==> config.mk <==
export PLATFORM = sky130hd
export DESIGN_NAME = mem_requester
export DESIGN_NICKNAME = d
export VERILOG_FILES = /design/src/rtl/mem_requester.sv
export SDC_FILE = /design/constraint.sdc
export NUM_CORES = 1
export LEC_CHECK = 0
export CORE_MARGIN = 2
export CORE_UTILIZATION = 35
export DETAILED_ROUTE_END_ITERATION = 7
export GPL_TIMING_DRIVEN = 0
export MAX_ROUTING_LAYER = met4
export PLACE_DENSITY = 0.63
export SLEW_MARGIN = 20
export SYNTH_ARGS = -nofsm -noshare
export SYNTH_HDL_FRONTEND = slang
export SYNTH_SLANG_ARGS = --single-unit
==> constraint.sdc <==
create_clock -name clk -period 3.84 [get_ports clk]
set_input_delay 0.768 -clock clk [delete_from_list [all_inputs] [get_ports clk]]
set_output_delay 0.768 -clock clk [all_outputs]
set_load 0.02 [all_outputs]
==> src/rtl/mem_requester.sv <==
// mem_requester
//   Initiator for the RAM request/return interface. Accepts single-beat client
//   reads/writes, issues one-cycle rd_en/wr_en pulses to the RAM, keeps a small
//   table of outstanding reads and writes keyed by address (the address doubles
//   as the return tag), and matches out-of-order acks back to their entries.
// Ports
//   clk, rst_n                     clock, asynchronous active-low reset
//   cpu_valid/cpu_ready/cpu_we     client request handshake (ready is combinational)
//   cpu_addr/cpu_wdata             client request address / write data
//   resp_valid/resp_addr/resp_rdata  one-cycle read completion
//   wr_done                        one-cycle write completion
//   wr_en/wr_address/wr_data       RAM write request
//   wr_ret_ack/wr_ret_address      RAM write ack + tag
//   rd_en/rd_address               RAM read request
//   rd_ret_ack/rd_ret_address/rd_ret_data  RAM read ack + tag + data
//   rd_outstanding                 number of valid read entries
//   err_unmatched/err_timeout      sticky error flags
module mem_requester #(
  parameter int ADDR_W  = 16,
  parameter int DATA_W  = 16,
  parameter int MAX_RD  = 4,
  parameter int MAX_WR  = 4,
  parameter int TIMEOUT = 255
) (
  input  logic                        clk,
  input  logic                        rst_n,
  input  logic                        cpu_valid,
  output logic                        cpu_ready,
  input  logic                        cpu_we,
  input  logic [ADDR_W-1:0]           cpu_addr,
  input  logic [DATA_W-1:0]           cpu_wdata,
  output logic                        resp_valid,
  output logic [ADDR_W-1:0]           resp_addr,
  output logic [DATA_W-1:0]           resp_rdata,
  output logic                        wr_done,
  output logic [ADDR_W-1:0]           wr_address,
  output logic                        wr_en,
  output logic [DATA_W-1:0]           wr_data,
  input  logic [ADDR_W-1:0]           wr_ret_address,
  input  logic                        wr_ret_ack,
  output logic [ADDR_W-1:0]           rd_address,
  output logic                        rd_en,
  input  logic [DATA_W-1:0]           rd_ret_data,
  input  logic [ADDR_W-1:0]           rd_ret_address,
  input  logic                        rd_ret_ack,
  output logic [$clog2(MAX_RD+1)-1:0] rd_outstanding,
  output logic                        err_unmatched,
  output logic                        err_timeout
);

  localparam int CNT_W = $clog2(MAX_RD+1);
  localparam int AGE_W = $clog2(TIMEOUT+1);
  localparam logic [AGE_W-1:0] AGE_MAX = AGE_W'(TIMEOUT);

  // Outstanding tables
  logic [MAX_RD-1:0] rd_valid_q, rd_valid_d;
  logic [ADDR_W-1:0] rd_addr_q [MAX_RD];
  logic [ADDR_W-1:0] rd_addr_d [MAX_RD];
  logic [AGE_W-1:0]  rd_age_q  [MAX_RD];
  logic [AGE_W-1:0]  rd_age_d  [MAX_RD];
  logic [MAX_WR-1:0] wr_valid_q, wr_valid_d;
  logic [ADDR_W-1:0] wr_addr_q [MAX_WR];
  logic [ADDR_W-1:0] wr_addr_d [MAX_WR];
  logic [AGE_W-1:0]  wr_age_q  [MAX_WR];
  logic [AGE_W-1:0]  wr_age_d  [MAX_WR];

  // Output registers
  logic              rd_en_q, rd_en_d, wr_en_q, wr_en_d;
  logic [ADDR_W-1:0] rd_address_q, rd_address_d, wr_address_q, wr_address_d;
  logic [DATA_W-1:0] wr_data_q, wr_data_d;
  logic              resp_valid_q, resp_valid_d, wr_done_q, wr_done_d;
  logic [ADDR_W-1:0] resp_addr_q, resp_addr_d;
  logic [DATA_W-1:0] resp_rdata_q, resp_rdata_d;
  logic [CNT_W-1:0]  rd_cnt_q, rd_cnt_d;
  logic              err_unmatched_q, err_unmatched_d;
  logic              err_timeout_q, err_timeout_d;

  // Per-entry match/alloc/free vectors
  logic [MAX_RD-1:0] rd_addr_hit, rd_ack_hit, rd_alloc_oh, rd_alloc, rd_fire, rd_to;
  logic [MAX_WR-1:0] wr_addr_hit, wr_ack_hit, wr_alloc_oh, wr_alloc, wr_fire, wr_to;
  logic accept, rd_accept, wr_accept, rd_fire_any, wr_fire_any;

  // Lowest clear bit of the valid vector, as a one-hot
  assign rd_alloc_oh = ~rd_valid_q & (rd_valid_q + MAX_RD'(1));
  assign wr_alloc_oh = ~wr_valid_q & (wr_valid_q + MAX_WR'(1));

  // Addresses are unique across both tables, so a new request may only go out
  // when nothing in flight uses the same address; only registered state is used,
  // so an entry freed this edge is reusable from the next cycle.
  assign cpu_ready = ~(|rd_addr_hit) & ~(|wr_addr_hit) &
                     (cpu_we ? ~(&wr_valid_q) : ~(&rd_valid_q));
  assign accept    = cpu_valid & cpu_ready;
  assign rd_accept = accept & ~cpu_we;
  assign wr_accept = accept & cpu_we;
  assign rd_alloc  = rd_accept ? rd_alloc_oh : '0;
  assign wr_alloc  = wr_accept ? wr_alloc_oh : '0;
  assign rd_fire   = rd_ret_ack ? rd_ack_hit : '0;
  assign wr_fire   = wr_ret_ack ? wr_ack_hit : '0;
  assign rd_fire_any = |rd_fire;
  assign wr_fire_any = |wr_fire;

  for (genvar gi = 0; gi < MAX_RD; gi++) begin : g_rd
    assign rd_addr_hit[gi] = rd_valid_q[gi] && (rd_addr_q[gi] == cpu_addr);
    assign rd_ack_hit[gi]  = rd_valid_q[gi] && (rd_addr_q[gi] == rd_ret_address);
    assign rd_addr_d[gi]   = rd_alloc[gi] ? cpu_addr : rd_addr_q[gi];
    assign rd_age_d[gi]    = rd_alloc[gi] ? '0 :
                             (rd_valid_q[gi] && rd_age_q[gi] != AGE_MAX) ?
                             rd_age_q[gi] + AGE_W'(1) : rd_age_q[gi];
    // Entry still waiting after this edge with its age at the limit
    assign rd_to[gi] = rd_valid_q[gi] && !rd_fire[gi] && (rd_age_d[gi] == AGE_MAX);
  end

  for (genvar gi = 0; gi < MAX_WR; gi++) begin : g_wr
    assign wr_addr_hit[gi] = wr_valid_q[gi] && (wr_addr_q[gi] == cpu_addr);
    assign wr_ack_hit[gi]  = wr_valid_q[gi] && (wr_addr_q[gi] == wr_ret_address);
    assign wr_addr_d[gi]   = wr_alloc[gi] ? cpu_addr : wr_addr_q[gi];
    assign wr_age_d[gi]    = wr_alloc[gi] ? '0 :
                             (wr_valid_q[gi] && wr_age_q[gi] != AGE_MAX) ?
                             wr_age_q[gi] + AGE_W'(1) : wr_age_q[gi];
    assign wr_to[gi] = wr_valid_q[gi] && !wr_fire[gi] && (wr_age_d[gi] == AGE_MAX);
  end

  // Allocated and freed entries are always disjoint (alloc picks an invalid slot)
  assign rd_valid_d = (rd_valid_q | rd_alloc) & ~rd_fire;
  assign wr_valid_d = (wr_valid_q | wr_alloc) & ~wr_fire;
  assign rd_cnt_d   = rd_cnt_q + CNT_W'(rd_accept) - CNT_W'(rd_fire_any);

  assign rd_en_d      = rd_accept;
  assign wr_en_d      = wr_accept;
  assign rd_address_d = rd_accept ? cpu_addr  : rd_address_q;
  assign wr_address_d = wr_accept ? cpu_addr  : wr_address_q;
  assign wr_data_d    = wr_accept ? cpu_wdata : wr_data_q;

  assign resp_valid_d = rd_fire_any;
  assign resp_addr_d  = rd_fire_any ? rd_ret_address : resp_addr_q;
  assign resp_rdata_d = rd_fire_any ? rd_ret_data    : resp_rdata_q;
  assign wr_done_d    = wr_fire_any;

  assign err_unmatched_d = err_unmatched_q | (rd_ret_ack & ~(|rd_ack_hit))
                                           | (wr_ret_ack & ~(|wr_ack_hit));
  assign err_timeout_d   = err_timeout_q | (|rd_to) | (|wr_to);

  always_ff @(posedge clk or negedge rst_n) begin
    if (!rst_n) begin
      rd_valid_q      <= '0;
      wr_valid_q      <= '0;
      for (int i = 0; i < MAX_RD; i++) begin
        rd_addr_q[i] <= '0;
        rd_age_q[i]  <= '0;
      end
      for (int i = 0; i < MAX_WR; i++) begin
        wr_addr_q[i] <= '0;
        wr_age_q[i]  <= '0;
      end
      rd_en_q         <= 1'b0;
      wr_en_q         <= 1'b0;
      rd_address_q    <= '0;
      wr_address_q    <= '0;
      wr_data_q       <= '0;
      resp_valid_q    <= 1'b0;
      resp_addr_q     <= '0;
      resp_rdata_q    <= '0;
      wr_done_q       <= 1'b0;
      rd_cnt_q        <= '0;
      err_unmatched_q <= 1'b0;
      err_timeout_q   <= 1'b0;
    end else begin
      rd_valid_q      <= rd_valid_d;
      wr_valid_q      <= wr_valid_d;
      for (int i = 0; i < MAX_RD; i++) begin
        rd_addr_q[i] <= rd_addr_d[i];
        rd_age_q[i]  <= rd_age_d[i];
      end
      for (int i = 0; i < MAX_WR; i++) begin
        wr_addr_q[i] <= wr_addr_d[i];
        wr_age_q[i]  <= wr_age_d[i];
      end
      rd_en_q         <= rd_en_d;
      wr_en_q         <= wr_en_d;
      rd_address_q    <= rd_address_d;
      wr_address_q    <= wr_address_d;
      wr_data_q       <= wr_data_d;
      resp_valid_q    <= resp_valid_d;
      resp_addr_q     <= resp_addr_d;
      resp_rdata_q    <= resp_rdata_d;
      wr_done_q       <= wr_done_d;
      rd_cnt_q        <= rd_cnt_d;
      err_unmatched_q <= err_unmatched_d;
      err_timeout_q   <= err_timeout_d;
    end
  end

  assign rd_en          = rd_en_q;
  assign wr_en          = wr_en_q;
  assign rd_address     = rd_address_q;
  assign wr_address     = wr_address_q;
  assign wr_data        = wr_data_q;
  assign resp_valid     = resp_valid_q;
  assign resp_addr      = resp_addr_q;
  assign resp_rdata     = resp_rdata_q;
  assign wr_done        = wr_done_q;
  assign rd_outstanding = rd_cnt_q;
  assign err_unmatched  = err_unmatched_q;
  assign err_timeout    = err_timeout_q;

endmodule
==> results of run 1 <==
[layer usage]
metal / share of wire, % / vias up / track usage [%] / wire (um)
met5: 0 / - / - / 0
li1: - / 5288 / - / -
met2: 47 / 324 / 31.6 / 21500
met1: 45 / 5853 / 26.0 / 20400
met4: 2.7 / 0 / 6.16 / 1220
met3: 4.8 / 83 / 2.93 / 2160
[stage by stage]
step	cell area [sq um]	TNS, ns	power, W	setup WS (ns)	cells
finish	19200	0	0.0134	0.0197	2195
CTS	19100	0	0.0135	0.0209	2194
global route	19200	-0.00485	0.0142	-0.00485	2195
detailed placement	18000	-1.19	0.0101	-0.516	2135
global placement	17900	-3209.85	0.0100	-11.14	2132
floorplan	15800	0	0.00855	0.0775	1407
[sequential cells by signal (all words and copies together), names as in the netlist]
signal and flops:
wr_en 1, rd_outstanding 3, rd_en 1, wr_done 1
rd_addr_q 64, wr_valid_q 4, wr_age_q 32, rd_age_q 32
rd_address 16, resp_valid 1, wr_data 16, wr_addr_q 64
rd_valid_q 4, wr_address 16, resp_addr 16, resp_rdata 16
err_unmatched 1, err_timeout 1
[cell usage in the layout (no fill, tap or decap), drive strengths merged, types with 19 or more instances in the layout]
master / synthesis / layout
xor2: 149 / 149
clkdlybuf4s50: 0 / 131
inv: 19 / 19
buf: 44 / 50
nand2: 57 / 57
mux2: 208 / 208
clkbuf: 54 / 104
xnor2: 146 / 146
dfrtp: 289 / 289
a21oi: 23 / 23
nor2: 83 / 83
nor4: 40 / 40
nand4: 53 / 53
nor3: 31 / 31
nand3: 40 / 40
[cell families after synthesis]
family / count (synthesis) / share of synthesized area, %
DFF: 289 / 45.7
adders and majority gates: 11 / 0.917
and+or+nand+nor: 370 / 13.0
AOI/OAI and AO/OA: 107 / 4.74
muxes: 218 / 15.7
xor gates and xnor gates: 295 / 16.3
buffers and inverters: 117 / 3.60
[layout make-up]
| class | count | area (sq um) |
|---|---|---|
| Fill cell | 4162 | 25300 |
| Tap cell | 592 | 741 |
| Clock buffer | 50 | 1040 |
| Clock inverter | 8 | 65.1 |
| Multi-Input combinational cell | 1001 | 8070 |
| Inverter | 19 | 71.3 |
| Buffer | 98 | 500 |
| Sequential cell | 289 | 7230 |
| Timing Repair Buffer | 138 | 1430 |
[how the worst min path moves through the flow]
stage	endpoint	slack, ns	cells past startpoint
6_report	rd_age_q[28]$_DFF_PN0_	0.16	1
5_1_grt	rd_age_q[28]$_DFF_PN0_	0.19	1
4_1_cts	rd_age_q[28]$_DFF_PN0_	0.17	1
3_5_place_dp	rd_outstanding[2]$_DFF_PN0_	0.46	1
3_3_place_gp	rd_outstanding[2]$_DFF_PN0_	0.46	1
2_1_floorplan	err_timeout$_DFF_PN0_	0.47	0
[power by group through the flow]
stage	clock (W)	combinational, W	sequential, W
global route	0.00343	0.00521	0.00558
CTS	0.00332	0.00476	0.00539
detailed placement	0	0.00472	0.00543
global placement	0	0.00462	0.00538
floorplan	0	0.00304	0.00551
finish	0.00325	0.00477	0.00540
[cells in the mapped netlist (all sizes together) (23+ instances only)]
| master | n | area (sq um) |
|---|---|---|
| a21oi | 23 | 115 |
| buf | 44 | 295 |
| clkbuf | 54 | 203 |
| dfrtp | 289 | 7230 |
| mux2 | 208 | 2380 |
| nand2 | 57 | 214 |
| nand3 | 40 | 200 |
| nand4 | 53 | 332 |
| nor2 | 83 | 312 |
| nor3 | 31 | 200 |
| nor4 | 40 | 325 |
| xnor2 | 146 | 1280 |
| xor2 | 149 | 1310 |
[critical path: cells and delay by family]
kind,cells,cell delay (ns)
buf+inv,3,0.75
simple gates,3,0.79
xor+xnor,1,0.20
compound gates,2,0.55
[repair_timing]
item,4_1_cts,5_1_grt
hold endpoints to repair,0,0
hold buffers,0,0
pin swaps,1,1
gates resized for setup,5,5
endpoints found under the setup margin,1,3
buffers inserted,1,1
==> impl_summary.log, run 1 <==
[metrics] number of instances in the synthesized netlist: 1407
[metrics] maximum clock rate: 262 MHz
[metrics] depth of the CTS H-tree: 2
[metrics] clock network power share: 24.2%
[metrics] detailed-route via count: 11500
[metrics] Slew Limit Fails: 0
[metrics] initial cell density of the core: 35.6%
[metrics] TritonCTS clock tree: done
[metrics] setup clock skew after layout: 0.0241 ns
[metrics] warning count from the yosys run: 0
[metrics] worst-margin pin slew: 0.927 ns
[metrics] worst setup slack for register-to-register paths: 0.20 ns
[metrics] CTS sink count: 289
[metrics] internal cell power: 0.00863 W
[metrics] Initial DRT Pass Iterations: 5
[metrics] Peak VDD IR: 438 uV
[metrics] register share of total power: 40.3%
[metrics] Arrival @ worst endpoint: 3.05 ns
[metrics] Critical-path top delay cell: sky130_fd_sc_hd__nor4_2
[metrics] core utilization of the finished layout: 43.1%
[metrics] Crit Reg-Reg Startpoint: rd_addr_q[15]$_DFFE_PN0P_
[metrics] HPWL after detailed placement: 32500 um
[metrics] final layout net count: 1678
[metrics] data required time of the worst path: 3.07 ns
[metrics] end of the worst register-to-register path: rd_outstanding[2]$_DFF_PN0_
[metrics] cell row count: 77
[metrics] list of cells traversed by the critical path: buf_4 -> xor2_1 -> nor4_2 -> nand4_1 -> o31ai_1 -> a311o_4 -> buf_6 -> nor2_1 -> dlygate4sd2_1
[metrics] type of the worst setup path: input pin to primary output
[metrics] number of enable-type register cells in the synthesized netlist: 0
[metrics] Post-Route Hold Slack: 0.161 ns
[metrics] final critical path time including I/O delays and setup: 3.82 ns
[metrics] critical path peak fanout: 10
[metrics] relative max-transition margin: 38.2%
[metrics] share of cells above drive strength 1: 20.5%
[metrics] routability congestion estimate: 0.905
[metrics] DR DRC count: 0
[metrics] average wire per standard cell: 20.6 um
[metrics] syn avg cell area: 11.2 sq um
[metrics] largest incremental delay on the critical path: 0.45 ns
[metrics] post-synthesis cell area: 15800 sq um
[metrics] aggregate global routing overflow: 0
[metrics] standard cell core area: 44400 sq um
[metrics] number of cells on the worst reg-to-reg path: 16
[metrics] width of the die: 217 um
[metrics] hold crit path type: input pin to asynchronous set/reset pin
[metrics] input/output buffers: 133
[metrics] sequential fraction of the synthesis area: 45.7%
[metrics] area growth from synthesis to layout: 21.0%
[metrics] LEAKAGE: 7.83 nW
[metrics] launch point of the critical path: cpu_addr[1]
[metrics] Power per Cell Area: 701 nW/um^2
[metrics] sw power: 0.00479 W
[metrics] Inserted Clock Buffers: 34
[metrics] maximum clock path buffer count: 3
[metrics] clock input transition at the sequential cells of the worst setup and hold paths: 0.06 ns
[metrics] Final setup violation count: 0
[metrics] Die Ht: 217 um
[metrics] logic gate share of total power: 35.5%
[metrics] type of origin of the critical path: input pin
[metrics] count of different cell masters after synthesis: 74
[metrics] wire length of the first global-routing pass: 69600 um
[metrics] primary flip-flop cell chosen by synthesis mapping: sky130_fd_sc_hd__dfrtp_1
[metrics] FFs w/ async S/R, synth: 100%
[metrics] max-cap check violation count: 0
[metrics] post-DR vias/cell: 5.26
[metrics] maximum number of pins on one net before global-route repair: 91
[metrics] drt total wl: 45300 um
[metrics] all-layer global routing usage: 19.8%
[metrics] number of hold violations in the final report: 0
[metrics] number of violations reported at the end of detailed-routing iteration 0: 729
[metrics] clock latency on the worst-skew pair: 0.53 ns
[metrics] critical path capture point: cpu_ready
[metrics] nature of the critical path endpoint: primary output
[metrics] Total Die Area: 46900 sq um
[metrics] DRT antenna net count: 0
[metrics] synthesized netlist net count: 1504
[metrics] antenna diode instance count: 0
[metrics] switching power as a share of total power: 35.7%
[metrics] result of the run: complete, no violations
[metrics] IO Count: 176
[metrics] initial antenna violation count: 0
[metrics] number of synthesized register bits: 289
[metrics] Tcrit/Tclk final: 99.5%
[metrics] clk root buf: sky130_fd_sc_hd__clkbuf_16
[metrics] vias in the first global route: 11800
Note: power is estimated with default switching activity, not from simulation.
==> run 2: changes to the inputs <==
--- a/config.mk
+++ b/config.mk
@@ -5,12 +5,14 @@
 export SDC_FILE = /design/constraint.sdc
 export NUM_CORES = 1
 export LEC_CHECK = 0
+export ABC_AREA = 1
+export CAP_MARGIN = 20
 export CORE_MARGIN = 2
 export CORE_UTILIZATION = 35
 export DETAILED_ROUTE_END_ITERATION = 7
 export GPL_TIMING_DRIVEN = 0
 export MAX_ROUTING_LAYER = met4
-export PLACE_DENSITY = 0.63
+export PLACE_DENSITY = 0.53
 export SLEW_MARGIN = 20
 export SYNTH_ARGS = -nofsm -noshare
 export SYNTH_HDL_FRONTEND = slang
==> run 2 against run 1 <==
Sequential share of layout area shrank 0.99 points. Critical path depth increased by 11. Power down 22%. Hold slack lost 0.12 ns. Clock power is 6.5% higher. Flip-flop and latch count is the same. First-iteration DRC count grew 66%. Routed wire length rose by 28%. Register-to-register slack better by 0.17 ns. Highest routed layer unchanged.
==> impl_summary.log, run 2 <==
[metrics] TritonCTS clock tree: done (unchanged)
[metrics] Power per Cell Area: 530 nW/um^2 (was 701 nW/um^2)
[metrics] dominant delay contributor by cell family on the critical path: simple AND/OR/NAND/NOR gates (unchanged)
[metrics] Synth area leader: sky130_fd_sc_hd__dfrtp_1 (unchanged)
[metrics] setup slack at placement: -1.37 ns (was -0.516 ns)
[metrics] number of synthesized register bits: 289 (unchanged)
[metrics] result of the run: complete, no violations (unchanged)
[metrics] sequential fraction of the synthesis area: 45.2% (was 45.7%)
[metrics] final critical path time including I/O delays and setup: 3.60 ns (was 3.82 ns)
[metrics] DR DRC count: 0 (unchanged)
[metrics] HPWL after detailed placement: 43900 um (was 32500 um)
[metrics] setup clock skew after layout: 0.0246 ns (was 0.0241 ns)
[metrics] depth of the CTS H-tree: 2 (unchanged)
[metrics] Slew Limit Fails: 0 (unchanged)
[metrics] max-cap check violation count: 0 (unchanged)
[metrics] area growth from synthesis to layout: 22.9% (was 21.0%)
[metrics] syn avg cell area: 7.14 sq um (was 11.2 sq um)
[metrics] core utilization of the finished layout: 43.4% (was 43.1%)
[metrics] Initial DRT Pass Iterations: 5 (unchanged)
[metrics] standard cell core area: 45300 sq um (was 44400 sq um)
[metrics] top library cells by usage in the layout, fill and taps aside: sky130_fd_sc_hd__nand2_1, sky130_fd_sc_hd__inv_1, sky130_fd_sc_hd__dfrtp_1 (was sky130_fd_sc_hd__dfrtp_1, sky130_fd_sc_hd__mux2_2, sky130_fd_sc_hd__xor2_1)
[metrics] Peak VDD IR: 289 uV (was 438 uV)
[metrics] count of different cell masters after synthesis: 32 (was 74)
[metrics] routability congestion estimate: 0.968 (was 0.905)
[metrics] top area cells in the synthesized netlist: sky130_fd_sc_hd__dfrtp_1, sky130_fd_sc_hd__nand2_1, sky130_fd_sc_hd__inv_1, sky130_fd_sc_hd__o21ai_0, sky130_fd_sc_hd__nor2_1 (was sky130_fd_sc_hd__dfrtp_1, sky130_fd_sc_hd__mux2_2, sky130_fd_sc_hd__xor2_1, sky130_fd_sc_hd__xnor2_1, sky130_fd_sc_hd__nand4_1)
[metrics] cell row count: 78 (was 77)
[metrics] average wire per standard cell: 18.8 um (was 20.6 um)
[metrics] maximum clock path buffer count: 3 (unchanged)
[metrics] number of enable-type register cells in the synthesized netlist: 0 (unchanged)
[metrics] Inserted Clock Buffers: 36 (was 34)
[metrics] buffer and inverter count on the worst path: 7 (was 3)
[metrics] DRT antenna net count: 0 (unchanged)
[metrics] switching power as a share of total power: 34.0% (was 35.7%)
[metrics] Arrival @ worst endpoint: 4.04 ns (was 3.05 ns)
[metrics] width of the die: 218 um (was 217 um)
[metrics] largest incremental delay on the critical path: 0.47 ns (was 0.45 ns)
[metrics] register share of total power: 40.2% (was 40.3%)
[metrics] Total Die Area: 47500 sq um (was 46900 sq um)
[metrics] Largest regs: rd_addr_q (64), wr_addr_q (64) (unchanged)
[metrics] Tcrit/Tclk final: 93.7% (was 99.5%)
[metrics] wire length of the first global-routing pass: 88900 um (was 69600 um)
[metrics] all-layer global routing usage: 25.5% (was 19.8%)
[metrics] data required time of the worst path: 4.28 ns (was 3.07 ns)
[metrics] relative max-transition margin: 30.2% (was 38.2%)
[metrics] logic gate share of total power: 26.6% (was 35.5%)
[metrics] aggregate global routing overflow: 0 (unchanged)
[metrics] Critical-path top delay cell: sky130_fd_sc_hd__fa_1 (was sky130_fd_sc_hd__nor4_2)
[metrics] post-DR vias/cell: 5.02 (was 5.26)
[metrics] nature of the critical path endpoint: flop (was primary output)
[metrics] CTS sink count: 289 (unchanged)
[metrics] internal cell power: 0.00688 W (was 0.00863 W)
[metrics] warning count from the yosys run: 0 (unchanged)
[metrics] clk root buf: sky130_fd_sc_hd__clkbuf_16 (unchanged)
[metrics] most used cell along the critical path: sky130_fd_sc_hd__inv_1
[metrics] area fraction of the dominant cell type after synthesis: 45.2% (was 45.7%)
[metrics] critical path peak fanout: 10 (unchanged)
[metrics] type of origin of the critical path: input pin (unchanged)
[metrics] post-synthesis cell area: 16000 sq um (was 15800 sq um)
[metrics] Final setup violation count: 0 (unchanged)
[metrics] Fillers: 4681 (was 4162)
[metrics] maximum number of pins on one net before global-route repair: 94 (was 91)
[metrics] worst-margin pin slew: 1.05 ns (was 0.927 ns)
[metrics] type of the worst setup path: input pin to flop (was input pin to primary output)
[metrics] clock network power share: 33.3% (was 24.2%)
[metrics] input/output buffers: 158 (was 133)
[metrics] hold crit path type: input pin to asynchronous set/reset pin (unchanged)
[metrics] final layout net count: 2541 (was 1678)
[metrics] area taken by multi-input logic gates: 7260 sq um (was 8070 sq um)
[metrics] list of cells traversed by the critical path: buf_2 -> clkinvlp_4 -> nand2_1 -> o21ai_0 -> nor2_1 -> nand2_1 -> nor2_1 -> nand3_1 -> nand2_1 -> inv_1 -> nand3_1 -> nor2_4 -> nand2_2 -> clkbuf_8 -> ha_1 -> inv_1 -> ha_1 -> inv_1 -> fa_1 -> inv_1 (was buf_4 -> xor2_1 -> nor4_2 -> nand4_1 -> o31ai_1 -> a311o_4 -> buf_6 -> nor2_1 -> dlygate4sd2_1)
[metrics] clock input transition at the sequential cells of the worst setup and hold paths: 0.06 ns (about the same)
[metrics] maximum clock rate: 278 MHz (was 262 MHz)
[metrics] sw power: 0.00354 W (was 0.00479 W)
[metrics] most frequent standard cell in the layout excluding fill and tap cells: sky130_fd_sc_hd__nand2_1 (was sky130_fd_sc_hd__dfrtp_1)
[metrics] drt total wl: 57900 um (was 45300 um)
[metrics] most common library cells after synthesis: sky130_fd_sc_hd__nand2_1, sky130_fd_sc_hd__inv_1, sky130_fd_sc_hd__dfrtp_1 (was sky130_fd_sc_hd__dfrtp_1, sky130_fd_sc_hd__mux2_2, sky130_fd_sc_hd__xor2_1)
[metrics] final worst setup slack: 0.243 ns (was 0.0197 ns)
[metrics] vias in the first global route: 15000 (was 11800)
[metrics] setup repair after global routing missed its margin: false
[metrics] initial cell density of the core: 35.3% (was 35.6%)
[metrics] clock latency on the worst-skew pair: 0.55 ns (was 0.53 ns)
[metrics] primary flip-flop cell chosen by synthesis mapping: sky130_fd_sc_hd__dfrtp_1 (unchanged)
[metrics] IO Count: 176 (unchanged)
[metrics] FFs w/ async S/R, synth: 100% (unchanged)
[metrics] Post-Route Hold Slack: 0.0444 ns (was 0.161 ns)
[metrics] most numerous cell in the Yosys netlist: sky130_fd_sc_hd__nand2_1 (was sky130_fd_sc_hd__dfrtp_1)
[metrics] number of hold violations in the final report: 0 (unchanged)
[metrics] number of violations reported at the end of detailed-routing iteration 0: 1212 (was 729)
[metrics] detailed-route via count: 15400 (was 11500)
[metrics] synthesized netlist net count: 2340 (was 1504)
[metrics] LEAKAGE: 9.82 nW (was 7.83 nW)
[metrics] Die Ht: 218 um (was 217 um)
[metrics] footprint of the flip-flops and latches: 7230 sq um (unchanged)
[metrics] number of instances in the synthesized netlist: 2243 (was 1407)
[metrics] initial antenna violation count: 2 (was 0)
[metrics] share of cells above drive strength 1: 5.10% (was 20.5%)
-- run 2: cell count changes in the layout (fill, tap and decap cells not counted), moves of 30 or more --
| cell | previous run | this run |
|---|---|---|
| sky130_fd_sc_hd__nand2_1 | 57 | 787 |
| sky130_fd_sc_hd__xnor2_1 | 146 | 32 |
| sky130_fd_sc_hd__nand3_1 | 40 | 82 |
| sky130_fd_sc_hd__mux2_2 | 193 | 0 |
| sky130_fd_sc_hd__nor4_1 | 30 | 0 |
| sky130_fd_sc_hd__nor2_1 | 83 | 168 |
| sky130_fd_sc_hd__o21ai_0 | 16 | 215 |
| sky130_fd_sc_hd__inv_1 | 19 | 303 |
| sky130_fd_sc_hd__xor2_1 | 149 | 61 |
| sky130_fd_sc_hd__o22ai_1 | 0 | 31 |
-- run 2: per-layer routing --
layer	global-route usage (%)	up-vias	part of all wire [%]
met5	-	-	0
met4	10.7	0	4.3
met3	3.15	110	5.4
met2	41.1	507	47
met1	32.4	7376	43
li1	-	7434	-
-- run 2: worst paths after layout --
kind	start	to	slack [ns]	cells after the start
max	cpu_addr[5]	rd_outstanding[1]$_DFF_PN0_	0.24	20
min	rst_n	resp_rdata[14]$_DFFE_PN0P_	0.04	1
max reg2reg	wr_valid_q[0]$_DFF_PN0_	rd_outstanding[1]$_DFF_PN0_	0.37	18
min reg2reg	resp_rdata[1]$_DFFE_PN0P_	resp_rdata[1]$_DFFE_PN0P_	0.47	2
max in group asynchronous	rst_n	wr_age_q[24]$_DFF_PN0_	2.64	3
min in group clk	resp_rdata[1]$_DFFE_PN0P_	resp_rdata[1]$_DFFE_PN0P_	0.47	2
-- run 2: layout make-up --
| type | count | share of cell area, % |
|---|---|---|
| Tap cell | 600 | 3.82 |
| Clock inverter | 12 | 0.725 |
| Clock buffer | 51 | 5.33 |
| Timing Repair Buffer | 164 | 8.54 |
| Buffer | 82 | 1.81 |
| Antenna cell | 4 | 0.0509 |
| Sequential cell | 289 | 36.8 |
| Multi-Input combinational cell | 1557 | 36.9 |
| Inverter | 314 | 6.04 |
-- run 2: cell families (layout without fill, tap and decap cells) --
logic type	Yosys count	after routing	share of synthesized area (%)
other	0	4	0
AND/OR/NAND/NOR	1152	1152	29.3
buffers and inverters	397	623	9.54
adder cells (fa/ha/maj)	11	11	0.907
XOR/XNOR	93	93	5.09
AO/OA/AOI/OAI	301	301	9.95
flip-flops	289	289	45.2
-- run 2: power by group through the flow --
stage | Combinational (W) | Sequential (W) | Clock, W
2_1_floorplan | 0.00174 | 0.00422 | 0
3_3_place_gp | 0.00270 | 0.00421 | 0
3_5_place_dp | 0.00276 | 0.00422 | 0
4_1_cts | 0.00278 | 0.00418 | 0.00355
5_1_grt | 0.00317 | 0.00426 | 0.00368
6_report | 0.00277 | 0.00418 | 0.00346
-- run 2: what timing repair did --
action                                  4_1_cts  5_1_grt
endpoints found under the setup margin        4        2
resized for setup                            11        9
pin swaps                                     1        0
hold buffers                                  0        0
setup buffers                                 1        2
-- run 2: stage by stage --
step           cell area (sq um)  instances  total power [W]  setup TNS, ns
6_report                   19700       3073           0.0104              0
5_1_grt                    19700       3071           0.0111              0
4_1_cts                    19600       3067           0.0105              0
3_5_place_dp               18400       3004          0.00698         -47.14
3_3_place_gp               18300       3001          0.00691       -3239.02
2_1_floorplan              16000       2243          0.00596              0
